$ cat src/rtl/ram_access_ctrl.sv
// Byte-addressed load/store front end for a word-wide RAM port: aligns and extends loads,
// performs sub-word stores as read-modify-write, and rejects misaligned accesses.
module ram_access_ctrl #(
   parameter int ADDR_W = 14,
   parameter int RD_LAT = 2
) (
   input  logic              CLK,
   input  logic              nRST,
   input  logic              mem_req,
   input  logic              mem_wen,
   input  logic [1:0]        mem_size,
   input  logic              mem_unsigned,
   input  logic [31:0]       mem_addr,
   input  logic [31:0]       mem_wdata,
   output logic              mem_busy,
   output logic              mem_done,
   output logic              mem_err,
   output logic [31:0]       mem_rdata,
   output logic [ADDR_W-1:0] ram_addr,
   output logic [31:0]       ram_store,
   output logic              ram_wen,
   output logic [1:0]        ram_width,
   input  logic [31:0]       ram_load
);

   typedef enum logic [1:0] {
      ST_IDLE    = 2'd0,
      ST_RD_WAIT = 2'd1,
      ST_WRITE   = 2'd2,
      ST_DONE    = 2'd3
   } state_t;

   localparam logic [2:0] CNT_INIT = 3'(RD_LAT - 1);

   state_t            state_q, state_d;
   logic              wen_q, wen_d;
   logic [1:0]        size_q, size_d;
   logic              uns_q, uns_d;
   logic [1:0]        lane_q, lane_d;
   logic [15:0]       wdata_q, wdata_d;
   logic [2:0]        cnt_q, cnt_d;
   logic              mem_busy_q, mem_busy_d;
   logic              mem_done_q, mem_done_d;
   logic              mem_err_q, mem_err_d;
   logic [31:0]       mem_rdata_q, mem_rdata_d;
   logic [ADDR_W-1:0] ram_addr_q, ram_addr_d;
   logic [31:0]       ram_store_q, ram_store_d;
   logic              ram_wen_q, ram_wen_d;

   logic unused_addr_s;
   assign unused_addr_s = ^mem_addr[31:ADDR_W+2];

   function automatic logic is_misaligned(input logic [1:0] size, input logic [1:0] lane);
      logic bad;
      case (size)
         2'b00:   bad = 1'b0;
         2'b01:   bad = lane[0];
         default: bad = (lane != 2'b00);
      endcase
      return bad;
   endfunction

   function automatic logic [31:0] load_align(input logic [31:0] word, input logic [1:0] lane,
                                              input logic [1:0] size, input logic uns);
      logic [31:0] sh;
      logic [31:0] res;
      sh = word >> {lane, 3'b000};
      case (size)
         2'b00:   res = uns ? {24'd0, sh[7:0]}  : {{24{sh[7]}}, sh[7:0]};
         2'b01:   res = uns ? {16'd0, sh[15:0]} : {{16{sh[15]}}, sh[15:0]};
         default: res = word;
      endcase
      return res;
   endfunction

   // Only the addressed lanes take new data; the rest come from the word just read.
   function automatic logic [31:0] store_merge(input logic [31:0] word, input logic [15:0] wdata,
                                               input logic [1:0] lane, input logic [1:0] size);
      logic [31:0] mask;
      logic [31:0] data;
      case (size)
         2'b00: begin
            mask = 32'h0000_00FF << {lane, 3'b000};
            data = {24'd0, wdata[7:0]} << {lane, 3'b000};
         end
         2'b01: begin
            mask = 32'h0000_FFFF << {lane, 3'b000};
            data = {16'd0, wdata} << {lane, 3'b000};
         end
         default: begin
            mask = 32'hFFFF_FFFF;
            data = {16'd0, wdata};
         end
      endcase
      return (word & ~mask) | (data & mask);
   endfunction

   always_comb begin
      state_d     = state_q;
      wen_d       = wen_q;
      size_d      = size_q;
      uns_d       = uns_q;
      lane_d      = lane_q;
      wdata_d     = wdata_q;
      cnt_d       = cnt_q;
      mem_err_d   = 1'b0;
      mem_rdata_d = mem_rdata_q;
      ram_addr_d  = ram_addr_q;
      ram_store_d = ram_store_q;
      case (state_q)
         ST_IDLE: begin
            if (mem_req) begin
               wen_d   = mem_wen;
               size_d  = mem_size;
               uns_d   = mem_unsigned;
               lane_d  = mem_addr[1:0];
               wdata_d = mem_wdata[15:0];
               if (is_misaligned(mem_size, mem_addr[1:0])) begin
                  mem_err_d = 1'b1;
                  state_d   = ST_DONE;
               end else begin
                  ram_addr_d = mem_addr[ADDR_W+1:2];
                  if (mem_wen && mem_size[1]) begin
                     ram_store_d = mem_wdata;
                     state_d     = ST_WRITE;
                  end else begin
                     cnt_d   = CNT_INIT;
                     state_d = ST_RD_WAIT;
                  end
               end
            end else begin
               state_d = ST_IDLE;
            end
         end
         ST_RD_WAIT: begin
            if (cnt_q == 3'd0) begin
               if (wen_q) begin
                  ram_store_d = store_merge(ram_load, wdata_q, lane_q, size_q);
                  state_d     = ST_WRITE;
               end else begin
                  mem_rdata_d = load_align(ram_load, lane_q, size_q, uns_q);
                  state_d     = ST_DONE;
               end
            end else begin
               cnt_d = cnt_q - 3'd1;
            end
         end
         ST_WRITE: state_d = ST_DONE;
         ST_DONE:  state_d = ST_IDLE;
         default:  state_d = ST_IDLE;
      endcase
      mem_busy_d = (state_d != ST_IDLE);
      mem_done_d = (state_d == ST_DONE);
      ram_wen_d  = (state_d == ST_WRITE);
   end

   always_ff @(posedge CLK or negedge nRST) begin
      if (!nRST) begin
         state_q     <= ST_IDLE;
         wen_q       <= 1'b0;
         size_q      <= 2'b00;
         uns_q       <= 1'b0;
         lane_q      <= 2'b00;
         wdata_q     <= 16'd0;
         cnt_q       <= 3'd0;
         mem_busy_q  <= 1'b0;
         mem_done_q  <= 1'b0;
         mem_err_q   <= 1'b0;
         mem_rdata_q <= 32'd0;
         ram_addr_q  <= '0;
         ram_store_q <= 32'd0;
         ram_wen_q   <= 1'b0;
      end else begin
         state_q     <= state_d;
         wen_q       <= wen_d;
         size_q      <= size_d;
         uns_q       <= uns_d;
         lane_q      <= lane_d;
         wdata_q     <= wdata_d;
         cnt_q       <= cnt_d;
         mem_busy_q  <= mem_busy_d;
         mem_done_q  <= mem_done_d;
         mem_err_q   <= mem_err_d;
         mem_rdata_q <= mem_rdata_d;
         ram_addr_q  <= ram_addr_d;
         ram_store_q <= ram_store_d;
         ram_wen_q   <= ram_wen_d;
      end
   end

   assign mem_busy  = mem_busy_q;
   assign mem_done  = mem_done_q;
   assign mem_err   = mem_err_q;
   assign mem_rdata = mem_rdata_q;
   assign ram_addr  = ram_addr_q;
   assign ram_store = ram_store_q;
   assign ram_wen   = ram_wen_q;
   assign ram_width = 2'b10;

endmodule
$ cat config.mk
export PLATFORM = sky130hd
export DESIGN_NAME = ram_access_ctrl
export DESIGN_NICKNAME = d
export VERILOG_FILES = /design/src/rtl/ram_access_ctrl.sv
export SDC_FILE = /design/constraint.sdc
export NUM_CORES = 1
export LEC_CHECK = 0
export ABC_CLOCK_PERIOD_IN_PS = 5200
export BUFFER_PORTS_ARGS = -buffer_cell sky130_fd_sc_hd__buf_2
export CORE_ASPECT_RATIO = 1.2
export CORE_MARGIN = 2
export CORE_UTILIZATION = 55
export CTS_CLUSTER_SIZE = 16
export DETAILED_ROUTE_END_ITERATION = 10
export MAX_ROUTING_LAYER = met4
export PLACE_DENSITY = 0.85
export RECOVER_POWER = 50
export SLEW_MARGIN = 20
export SYNTH_ARGS = -nofsm -noshare
export SYNTH_HDL_FRONTEND = slang
export SYNTH_SLANG_ARGS = --single-unit
$ cat constraint.sdc
create_clock -name CLK -period 5.2 [get_ports CLK]
set_clock_uncertainty 0.1 [all_clocks]
set_input_delay 0.52 -clock CLK [delete_from_list [all_inputs] [get_ports CLK]]
set_output_delay 0.52 -clock CLK [all_outputs]
set_load 0.01 [all_outputs]
==> impl_metrics.toml <==
[status]
outcome = "finished, violations left"
violations = "capacitance limit, slew limit"

[critical_path]
crit_buf_inv = 2
max_stage_delay_ps = 910
path_max_fanout = 33
arrival_ps = 3260
required_ps = 5330
reg2reg_slack_ps = 2070
critPathKind = "flip-flop to flip-flop"
path_delay_family = "simple AND/OR/NAND/NOR gates"
reg2reg_depth = 6
endpoint_kind = "flip-flop"
path_common_cell = "buf_4"
critPathLaunchType = "flip-flop"
path_cells = "nor3b_1 -> buf_4 -> a221oi_2 -> nand2b_1 -> buf_4 -> mux2_2"
slowest_stage = "nor3b_1"
rr_endpoint = "ram_store[17]"
r2r-start = "state_q[0]"

[worst_hold_path]
worstHoldEndpoint = "ram_addr[7]"
hold_class = "input pin to flip-flop"
holdPathStages = 2
hold_path.startpoint = "mem_addr[9]"

[placement]
gp_congestion = 1.01
placement.io_buffers = 168
placement.setup.worst_slack_ps = 2360
dp_cells = 834
dp_hpwl_mm = 12.8

[finish]
drive_above_1_share_pct = 23.3
stdcell_count = 850
fillers = 867
area_delta_synth_final_pct = 17.2
nets = 821
antenna_cells = 0

[yosys]
synth_top_area_cell = "dfrtp_1"
postSynth.asyncResetShare_pct = 100
synth-seq-cells = 109
yosys_warnings = 0
ys.flop_type = "dfrtp_1"
yosysUniqueCellTypes = 51
synth_top_area_share_pct = 45.9
synth-edff-count = 0
synth_nets = 680
ys_top_cells_by_area = "dfrtp_1 46%, mux2_2 7.4%, mux2_1 5.5%, nand2_1 4.9%, mux2i_1 3.7%"
ys_seq_area_share_pct = 45.9
synth_cells = 575
syn_area_per_cell_um2 = 10.3
synth_area_um2 = 5950

[grt]
grt_pass1_vias = 5420
grt_remaining_overflow = 0
grt_max_degree = 59
grt_first_pass_wirelength_mm = 28.0
antenna_found_initial = 0
grt_util_all_layers_pct = 31.4

[cts]
clock_path_buffers = 2
root_buffer = "clkbuf_16"
cts_buffers = 9
insertion_delay_ps = 350
cts_setup_buffers = 0
cts_sinks = 109
clk_pin_slew_ps = 70
ctsResizeCount = 0
cts_htree_levels = 3
cts_tree = "built"
cts_hold_buffers = 0

[floorplanning]
initial_core_util_pct = 56.6
dieArea_um2 = 11700
num_rows = 41
die_h_um = 118
core_um2 = 10500
die_w_um = 98.9
io_pins = 187

[sta]
slew_viol_final = 53
fin_crit_sh_pct = 60.1
worstMarginPinSlew_ps = 2700
grt_setup_unrepaired = "false"
max_clock_freq_mhz = 320
post-route-min-period_ps = 3130
relSlewSlack_pct = -80.2
hold_viol_final = 0
finalSetupViolCount = 0
finalWorstSetupSlack_ps = 2070
setup_tns_ps = 0

[power_and_ir_drop]
p_sw_share_pct = 43.0
clockPowerShare_pct = 15.6
peakVddDrop_mv = 0.361
seq_power_share_pct = 37.1
cellLeakagePower_nw = 3.19
powerDensity_nw_per_um2 = 646
combPwrFrac_pct = 47.4
internal-power_mw = 2.57
netSwitchingPower_mw = 1.94

[route]
vias = 5234
wirelength_mm = 17.4
viasPerCell = 6.16
drt_iter0_drc = 434
drt_first_pass_iters = 7
detail-route-antenna-nets = 0
wl_per_cell_um = 20.4
route.detailed.drc = 0

[job]
drv_cap = 1
registers in the layout, indices dropped and copies added, names as in the netlist, 2 cells and up:
signal,cells
mem_rdata,32
ram_store,32
wdata_q,16
ram_addr,14
cnt_q,3
lane_q,2
size_q,2
state_q,2
synthesized netlist by cell type, types with 8 or more instances:
master,count
a211o_1,9
a21oi_1,22
a22oi_1,18
a32oi_1,9
buf_2,8
clkbuf_1,25
dfrtp_1,109
inv_1,24
mux2_1,29
mux2_2,39
mux2i_1,22
nand2_1,78
nand2b_1,13
nand3_1,23
nand3_2,10
nand3b_1,17
nor2_1,11
o21ai_0,22
o221ai_1,8
per-layer routing:
metal  up-vias  share of wire, %  track usage (%)
met3        86               7.5             5.88
met2       301                49             49.6
met5         -                 0                -
met1      2486                38             38.4
li1       2361                 -                -
met4         0               5.5             16.3
placed cells by master (no fill, tap or decap), types with 11 or more instances in the layout:
cell type,count
a22oi_1,18
a21oi_1,22
inv_1,24
mux2_1,29
clkbuf_1,84
nor2_1,11
nand2_1,78
mux2_2,39
dfrtp_1,109
nand3_1,23
nand3b_1,17
mux2i_1,22
o21ai_0,22
buf_2,85
nand2b_1,13
worst max-delay path by stage:
| stage | cells past startpoint | slack [ps] | start | end |
|---|---|---|---|---|
| after detailed placement | 4 | 2360 | lane_q[1] | ram_store[23] |
| after CTS | 4 | 2310 | lane_q[1] | ram_store[23] |
| after global routing | 2 | 1530 | nRST | ram_addr[9] |
| after global placement | 4 | 2360 | lane_q[1] | ram_store[23] |
| final | 6 | 2070 | state_q[0] | ram_store[17] |
| after floorplan | 6 | 3090 | mem_addr[1] | ram_store[0] |
worst register-to-register path, stage by stage, from the launching register on:
cell,delay [ps]
dfrtp_1,470
nor3b_1,910
buf_4,440
a221oi_2,150
nand2b_1,120
buf_4,400
mux2_2,430
cell type report:
type | instances | area, um^2 | area share, %
Multi-Input combinational cell | 395 | 2880 | 41.4
Sequential cell | 109 | 2730 | 39.1
Clock inverter | 5 | 60.1 | 0.862
Timing Repair Buffer | 177 | 805 | 11.5
Tap cell | 129 | 161 | 2.32
Inverter | 24 | 90.1 | 1.29
Clock buffer | 11 | 243 | 3.48
stage by stage:
| step | power (mW) | cell area, um^2 | hold WS (ps) | utilization, % |
|---|---|---|---|---|
| 2_1_floorplan | 3.12 | 5950 | 124 | - |
| 3_3_place_gp | 3.73 | 6790 | 360 | 64.5 |
| 3_5_place_dp | 3.86 | 6790 | 370 | 64.5 |
| 4_1_cts | 4.58 | 7090 | 116 | 67.4 |
| 5_1_grt | 4.81 | 6970 | 296 | 66.3 |
| 6_report | 4.50 | 6970 | 302 | 66.3 |
cell families (layout without fill, tap and decap cells):
logic type / count (synthesis) / count (layout) / share of synthesized area (%)
flops: 109 / 109 / 45.9
compound gates: 126 / 126 / 15.1
fa+ha+maj: 2 / 2 / 0.421
other cells: 2 / 2 / 0.126
buf+inv: 71 / 217 / 5.47
simple gates: 173 / 173 / 15.7
mux: 92 / 92 / 17.3
power by group through the flow:
stage	combinational, mW	sequential, mW	clock, mW
floorplan	1.45	1.67	0
global placement	2.10	1.63	0
detailed placement	2.19	1.67	0
CTS	2.22	1.66	0.711
global route	2.34	1.73	0.752
finish	2.13	1.67	0.701
(Power assumes the default switching activity.)
